### src/rtl/button_conditioner.sv
// Button conditioner: per-button synchroniser and debounce, press detection,
// auto-repeat on the move buttons, and a one-pulse-per-cycle command arbiter.
module button_conditioner #(
    parameter int unsigned DEBOUNCE_CYCLES = 250000,
    parameter int unsigned REPEAT_DELAY    = 12500000,
    parameter int unsigned REPEAT_RATE     = 3750000,
    parameter int unsigned CNT_W           = 24
) (
    input  logic       clk_25MHz,
    input  logic       rst_n,
    input  logic       btn_right_raw,
    input  logic       btn_left_raw,
    input  logic       btn_drop_raw,
    output logic       move_right,
    output logic       move_left,
    output logic       drop_piece,
    output logic [2:0] btn_state
);

    localparam int unsigned      NUM_BTN = 3;
    localparam int unsigned      NUM_REP = 2;
    localparam logic [CNT_W-1:0] DB_LAST = CNT_W'(DEBOUNCE_CYCLES - 1);
    localparam logic [CNT_W-1:0] RD_LAST = CNT_W'(REPEAT_DELAY - 1);
    localparam logic [CNT_W-1:0] RR_LAST = CNT_W'(REPEAT_RATE - 1);
    localparam logic [CNT_W-1:0] CNT_ONE = CNT_W'(1);

    typedef enum logic [1:0] {
        IDLE   = 2'd0,
        DELAY  = 2'd1,
        REPEAT = 2'd2
    } rep_state_t;

    // Channel order everywhere: bit 0 right, bit 1 left, bit 2 drop
    logic [NUM_BTN-1:0] raw_c;
    logic [NUM_BTN-1:0] sync_meta;
    logic [NUM_BTN-1:0] sync_q;
    logic [NUM_BTN-1:0] stable;
    logic [NUM_BTN-1:0] stable_d;
    logic [NUM_BTN-1:0] press_c;
    logic [NUM_REP-1:0] rep_req_c;
    logic               both_held_c;
    logic               req_drop_c;
    logic               req_right_c;
    logic               req_left_c;

    assign raw_c       = {btn_drop_raw, btn_left_raw, btn_right_raw};
    assign press_c     = stable & ~stable_d;
    assign both_held_c = stable[0] & stable[1];
    assign btn_state   = stable;

    // Two-flop synchroniser plus a delayed copy of the stable levels for edge detection
    always_ff @(posedge clk_25MHz or negedge rst_n) begin
        if (!rst_n) begin
            sync_meta <= '0;
            sync_q    <= '0;
            stable_d  <= '0;
        end else begin
            sync_meta <= raw_c;
            sync_q    <= sync_meta;
            stable_d  <= stable;
        end
    end

    for (genvar i = 0; i < NUM_BTN; i++) begin : g_debounce
        logic [CNT_W-1:0] dcnt;
        logic             level;

        // Flip the stable level only after DEBOUNCE_CYCLES consecutive disagreeing samples
        always_ff @(posedge clk_25MHz or negedge rst_n) begin
            if (!rst_n) begin
                dcnt  <= '0;
                level <= 1'b0;
            end else if (sync_q[i] == level) begin
                dcnt <= '0;
            end else if (dcnt == DB_LAST) begin
                level <= ~level;
                dcnt  <= '0;
            end else begin
                dcnt <= dcnt + CNT_ONE;
            end
        end

        assign stable[i] = level;
    end

    for (genvar i = 0; i < NUM_REP; i++) begin : g_repeat
        rep_state_t       state_q;
        rep_state_t       state_d;
        logic [CNT_W-1:0] rcnt_q;
        logic [CNT_W-1:0] rcnt_d;
        logic             req_c;

        // Auto-repeat state and interval counter
        always_ff @(posedge clk_25MHz or negedge rst_n) begin
            if (!rst_n) begin
                state_q <= IDLE;
                rcnt_q  <= '0;
            end else begin
                state_q <= state_d;
                rcnt_q  <= rcnt_d;
            end
        end

        // Release or a left+right chord kills the repeat; otherwise count out the intervals
        always_comb begin
            state_d = state_q;
            rcnt_d  = rcnt_q;
            req_c   = 1'b0;
            if (!stable[i] || both_held_c) begin
                state_d = IDLE;
                rcnt_d  = '0;
            end else begin
                case (state_q)
                    IDLE: begin
                        if (press_c[i]) begin
                            state_d = DELAY;
                            rcnt_d  = '0;
                        end
                    end
                    DELAY: begin
                        if (rcnt_q == RD_LAST) begin
                            req_c   = 1'b1;
                            rcnt_d  = '0;
                            state_d = REPEAT;
                        end else begin
                            rcnt_d = rcnt_q + CNT_ONE;
                        end
                    end
                    REPEAT: begin
                        if (rcnt_q == RR_LAST) begin
                            req_c  = 1'b1;
                            rcnt_d = '0;
                        end else begin
                            rcnt_d = rcnt_q + CNT_ONE;
                        end
                    end
                    default: begin
                        state_d = IDLE;
                        rcnt_d  = '0;
                    end
                endcase
            end
        end

        assign rep_req_c[i] = req_c;
    end

    // Simultaneous left/right presses cancel each other; repeats are already chord-gated
    always_comb begin
        req_drop_c  = press_c[2];
        req_right_c = (press_c[0] & ~press_c[1]) | rep_req_c[0];
        req_left_c  = (press_c[1] & ~press_c[0]) | rep_req_c[1];
    end

    // Registered command pulses, drop > right > left, losers dropped
    always_ff @(posedge clk_25MHz or negedge rst_n) begin
        if (!rst_n) begin
            drop_piece <= 1'b0;
            move_right <= 1'b0;
            move_left  <= 1'b0;
        end else begin
            drop_piece <= req_drop_c;
            move_right <= ~req_drop_c & req_right_c;
            move_left  <= ~req_drop_c & ~req_right_c & req_left_c;
        end
    end

endmodule

### config.mk
export PLATFORM = sky130hd
export DESIGN_NAME = button_conditioner
export DESIGN_NICKNAME = d
export VERILOG_FILES = /design/src/rtl/button_conditioner.sv
export SDC_FILE = /design/constraint.sdc
export NUM_CORES = 1
export LEC_CHECK = 0
export BUFFER_PORTS_ARGS = -buffer_cell sky130_fd_sc_hd__buf_2
export CELL_PAD_IN_SITES_DETAIL_PLACEMENT = 0
export CELL_PAD_IN_SITES_GLOBAL_PLACEMENT = 1
export CORE_UTILIZATION = 50
export CTS_BUF_LIST = sky130_fd_sc_hd__clkbuf_16
export DETAILED_ROUTE_END_ITERATION = 6
export GPL_ROUTABILITY_DRIVEN = 1
export PLACE_DENSITY = 0.9
export SLEW_MARGIN = 0
export SYNTH_ARGS = -nofsm -noshare
export SYNTH_HDL_FRONTEND = slang
export SYNTH_SLANG_ARGS = --single-unit
### constraint.sdc
create_clock -name clk_25MHz -period 3.32 [get_ports clk_25MHz]
set_clock_uncertainty 0.2 [all_clocks]
set_input_delay 0.664 -clock clk_25MHz [delete_from_list [all_inputs] [get_ports clk_25MHz]]
set_output_delay 0.664 -clock clk_25MHz [all_outputs]
set_load 0.01 [all_outputs]
== Word-level counts from Yosys, hierarchy flattened ==
Cells that the tools add are included.
Storage, ports and cells
  output and inout bits: 6
  register bits after elaboration: 139
  input bits: 5
  word-level logic and storage cells: 104
Cells by class
  bitwise logic cells: 20
  mux-type cells: 32
  add/subtract/negate cells: 5
  reductions and logical operators: 11
  equal/unequal tests: 20
Operator list (count)
  2-to-1 mux 24 bit: 14
  one-hot mux 24 bit (3 select lines): 2
  adder 24 x 1 -> 24 bit, second input constant: 5
  equality test 24 x 18 -> 1 bit, second input constant: 3
  equality test 24 x 22 -> 1 bit, second input constant: 2
  equality test 24 bit, second input constant: 2
  2-to-1 mux 2 bit: 6
  inequality test 3 bit, second input constant: 4
  one-hot mux 2 bit (3 select lines): 2
  NOT 1 bit: 10
  bitwise AND 1 bit: 6
  2-to-1 mux 1 bit: 6
  AND reduction 2 bit: 3
  AND reduction 3 bit: 2
  equality test 2 x 1 -> 1 bit, second input constant: 2
  equality test 2 bit, second input constant: 2
  logical NOT 2 bit: 2
  inequality test 2 bit, second input constant: 2
  one-hot mux 1 bit (2 select lines): 2
  bitwise AND 3 bit: 1
  equality test 1 bit: 3
  NOT 3 bit: 1
  logical NOT 1 bit: 2
  logical OR 1 bit: 2
  bitwise OR 1 bit: 2

== Longest topological paths before layout ==
  depth after elaboration: 8
  depth in mapped cells: 10
  depth with buffers taken out: 8

== Worst setup path before layout ==
Ideal clock, no wire load.
  path type: register to register
  start point: register g_repeat[0].rcnt_q[8]
  end point: register g_repeat[0].rcnt_q[3]
  period minus slack after synthesis: 2657 ps
  path slack: 663 ps
  cell stages (with the launch flop): 8
  library setup time: 121 ps
  buffers on the path: 2
  arrival: 2336 ps
  path through: dfrtp_1 -> or4_1 -> or3_4 -> o41a_1 -> o211a_1 -> buf_6 -> buf_6 -> a22o_1
On the way
  word-level cells in the longest chain between the ends: 4
  elaborated cells between the ends (all ways): 6
  those cells by class: eq/ne (2); mux (4)
Ends and longest elaborated chain
  from (decl): RTL line 89  | logic [CNT_W-1:0] rcnt_q;
  from (signal assigned): RTL line 100  | rcnt_q <= rcnt_d;
  equality test 24 x 22 -> 1 bit / equality test 24 bit (equally long branches): RTL line 130, 121
  2-to-1 mux 24 bit (on tied branches): RTL line 130, 121
  one-hot mux 24 bit (3 select lines) (*): RTL line 113  | case (state_q)
  2-to-1 mux 24 bit (*): RTL line 109  | if (!stable[i] || both_held_c) begin
Every way passes the cells marked *; elsewhere a longest branch is shown, timed or not.
A chain may end at the register's enable or synchronous reset.

== Final worst setup path ==
  start point: register g_repeat[0].rcnt_q[8]
  end point: register g_repeat[0].rcnt_q[10]
On the way
  word-level cells in the longest chain between the ends: 4
  elaborated cells between the ends (all ways): 7
  those cells by class: add/sub (1); eq/ne (2); mux (4)
Ends and longest elaborated chain (RTL line)
  adder 24 x 1 -> 24 bit (tied with other cells): 126, 134
  2-to-1 mux 24 bit (on tied branches): 130, 121
  one-hot mux 24 bit (3 select lines) (*): 113
  2-to-1 mux 24 bit (*): 109
Marks and branches as above.

==> results.py <==
metrics = {
    "run_status": {
        "status": "complete, but fails checks",
        "violations": "design-rule violations",
    },
    "synth": {
        "yosys-top-cells-area": "dfrtp_1, nor2_1, xor2_1",
        "yosys_warnings": 0,
        "synth_nets": 768,
        "synth_cell_types": 49,
        "ys_seq_area_frac": 0.489,
        "postSynthCellCount": 750,
        "synthArstFlopShare": 1.00,
        "synth_edf_count": 0,
        "ys_ff_latch": 139,
        "syn-cell-area_um2": 7110,
        "syn_area_per_cell_um2": 9.48,
        "synth_top_area_frac": 0.489,
        "yosysTopAreaCell": "dfrtp_1",
        "synth_top_flop_cell": "dfrtp_1",
    },
    "routing": {
        "drc": 1,
        "firstDrtPassIters": 7,
        "routed_via_density": 5.71,
        "dr_wl_met3_um": 381,
        "drt_iter0_drc": 387,
        "top_layer_used": "met4",
        "drt-met1-wl_um": 6890,
        "ant_nets": 0,
        "route.detailed.wl_per_inst_um": 15.1,
        "vias": 5446,
        "finalWirelength_um": 14400,
        "wl_met2_um": 6880,
    },
    "setup_path": {
        "worst_setup_path_start_kind": "flop",
        "path_class": "flop to flop",
        "critPathSlowestCell": "or4_1",
        "cp.required_ps": 3420,
        "crit_chain": "or4_1 -> or3_4 -> o41a_1 -> o21ai_2 -> o21ai_0 -> a22o_1",
        "crit_path_max_fanout": 14,
        "cp_top_family": "compound AO/OA/AOI/OAI gates",
        "arrival_ps": 3160,
        "end_kind": "flop",
        "slowest_delay_ps": 510,
        "crit_buf_inv": 0,
        "rrSetupSlack_ps": 260,
    },
    "timing": {
        "finalHoldViolations": 0,
        "finalCritPeriodShare": 0.921,
        "setup_slack_ps": 262,
        "rsz0062_at_grt": "no",
        "tightestPinTransition_ps": 759,
        "finalSetupViolCount": 0,
        "min_period_ps": 3060,
        "relSlewSlack": 0.494,
        "max_freq_mhz": 327,
        "slew_violations": 0,
        "fin_tns_setup_ps": 0,
    },
    "power_and_ir_drop": {
        "leakage_nw": 3.42,
        "pwr-share-seq": 0.449,
        "power.switching_mw": 0.827,
        "ir_drop_mv": 0.344,
        "pwr-share-clk": 0.532,
        "internal_power_mw": 3.00,
        "p_sw_frac": 0.216,
        "pwr-share-comb": 0.019,
        "p_per_area_nw_per_um2": 480,
    },
    "cts": {
        "cts_made_buffers": 17,
        "clk_pin_slew_ps": 60,
        "h-tree-depth": 4,
        "clk_path_buf_depth": 2,
        "clk_latency_ps": 430,
        "cts_root_buf": "clkbuf_16",
        "clock_sinks": 139,
        "post_cts_resized": 0,
        "cts_tree": "yes",
        "cts_setup_buffers": 0,
        "holdBufCountCts": 0,
    },
    "die": {
        "coreArea_um2": 13900,
        "die_w_um": 121,
        "fp.dieArea_um2": 14700,
        "die_h_um": 121,
        "ioPinCount": 11,
        "rows": 43,
        "start_util": 0.512,
    },
    "finish": {
        "layout.nets": 778,
        "drive_above_1_share": 0.0828,
        "diodes": 0,
        "mostFrequentLayoutCells": "dfrtp_1, nor2_1, nand3_1",
        "final_common_cell": "dfrtp_1",
        "syn_to_final_growth_pct": 12.0,
    },
    "global_route": {
        "antenna_found_initial": 0,
        "grt_pass1_vias": 5424,
        "gr-usage-all-layers": 0.215,
        "grt_max_degree": 65,
        "grt_pass1_wl_um": 25100,
        "grt_overflow_total": 0,
    },
    "flow_run": {
        "maxCapViolations": 0,
    },
    "place": {
        "gp_congestion": 0.828,
        "pre_cts_slack_ps": 270,
        "portBuffers": 10,
        "hpwl_um": 9710,
    },
    "hold_path": {
        "hold_class": "input port to async pin",
    },
}
[state kept, by name, indices dropped and copies added, names as in the netlist]
signal,flops
stable_d,3
g_debounce.level,3
sync_meta,3
sync_q,3
g_repeat.state_q,4
g_debounce.dcnt,72
move_left,1
move_right,1
g_repeat.rcnt_q,48
drop_piece,1
[final timing paths]
kind	startpoint	to	cells after the start
max in group asynchronous	rst_n	g_repeat[0].rcnt_q[21]	2
hold reg to reg	sync_meta[0]	sync_q[0]	0
setup / recovery	g_repeat[0].rcnt_q[8]	g_repeat[0].rcnt_q[10]	6
hold / removal	rst_n	g_repeat[1].rcnt_q[9]	1
min in group clk_25MHz	btn_left_raw	sync_meta[1]	1
setup reg to reg	g_repeat[0].rcnt_q[8]	g_repeat[0].rcnt_q[10]	6
[cell usage after synthesis, types with 12 or more instances]
cell	count
nand2_1	57
clkbuf_1	21
inv_1	16
a22o_1	17
xnor2_1	29
nand3_1	60
and3_1	26
o21ai_0	17
nor2b_1	12
nand4_1	24
ha_1	13
dfrtp_1	139
a21oi_1	12
xor2_1	51
nor4_1	19
nor2_1	126
[worst reg2reg max path: cells and delay by family (launching register included)]
family | cells | cell delay [ps]
DFF | 1 | 420
AOI/OAI and AO/OA | 4 | 1450
and+or+nand+nor | 2 | 870
[per-layer routing]
layer / vias up / global-route usage
met5: - / 0
met4: 0 / 0.0995
met3: 22 / 0.0446
met2: 94 / 0.333
met1: 2686 / 0.291
li1: 2644 / -
[power groups by stage]
stage	Sequential (mW)	Clock (mW)	Combinational, mW
2_1_floorplan	1.75	0	0.0280
3_3_place_gp	1.75	0	0.0723
3_5_place_dp	1.75	0	0.0746
4_1_cts	1.72	2.08	0.0748
5_1_grt	1.72	2.16	0.0854
6_report	1.72	2.04	0.0714
[cells by family (layout without fill, tap and decap cells)]
group                      after synthesis  in the layout  share of synthesized area
and+or+nand+nor                        386            386                      0.271
DFF                                    139            139                      0.489
AOI/OAI and AO/OA                       80             80                     0.0776
xor gates and xnor gates                80             80                     0.0985
buffers and inverters                   44             67                     0.0290
adders and majority gates               13             13                     0.0229
muxes                                    8              8                     0.0120
[through the flow]
step                instance area, um2  power, mW  cells   util  hold WS (ps)
finish                            7970       3.82    953  0.574          20.8
detailed placement                7330       1.82    921  0.528           136
global route                      7970       3.97    953  0.574          61.5
floorplan                         7110       1.77    750      -           131
CTS                               7970       3.87    953  0.574          33.7
global placement                  7330       1.82    921  0.528           135
[cell type report]
cell class | instances | area (um2)
Fill cell | 1161 | 5920
Inverter | 16 | 60.1
Tap cell | 180 | 225
Timing Repair Buffer | 19 | 136
Multi-Input combinational cell | 567 | 3430
Clock inverter | 15 | 213
Sequential cell | 139 | 3480
Clock buffer | 17 | 425
(Power assumes the default switching activity.)
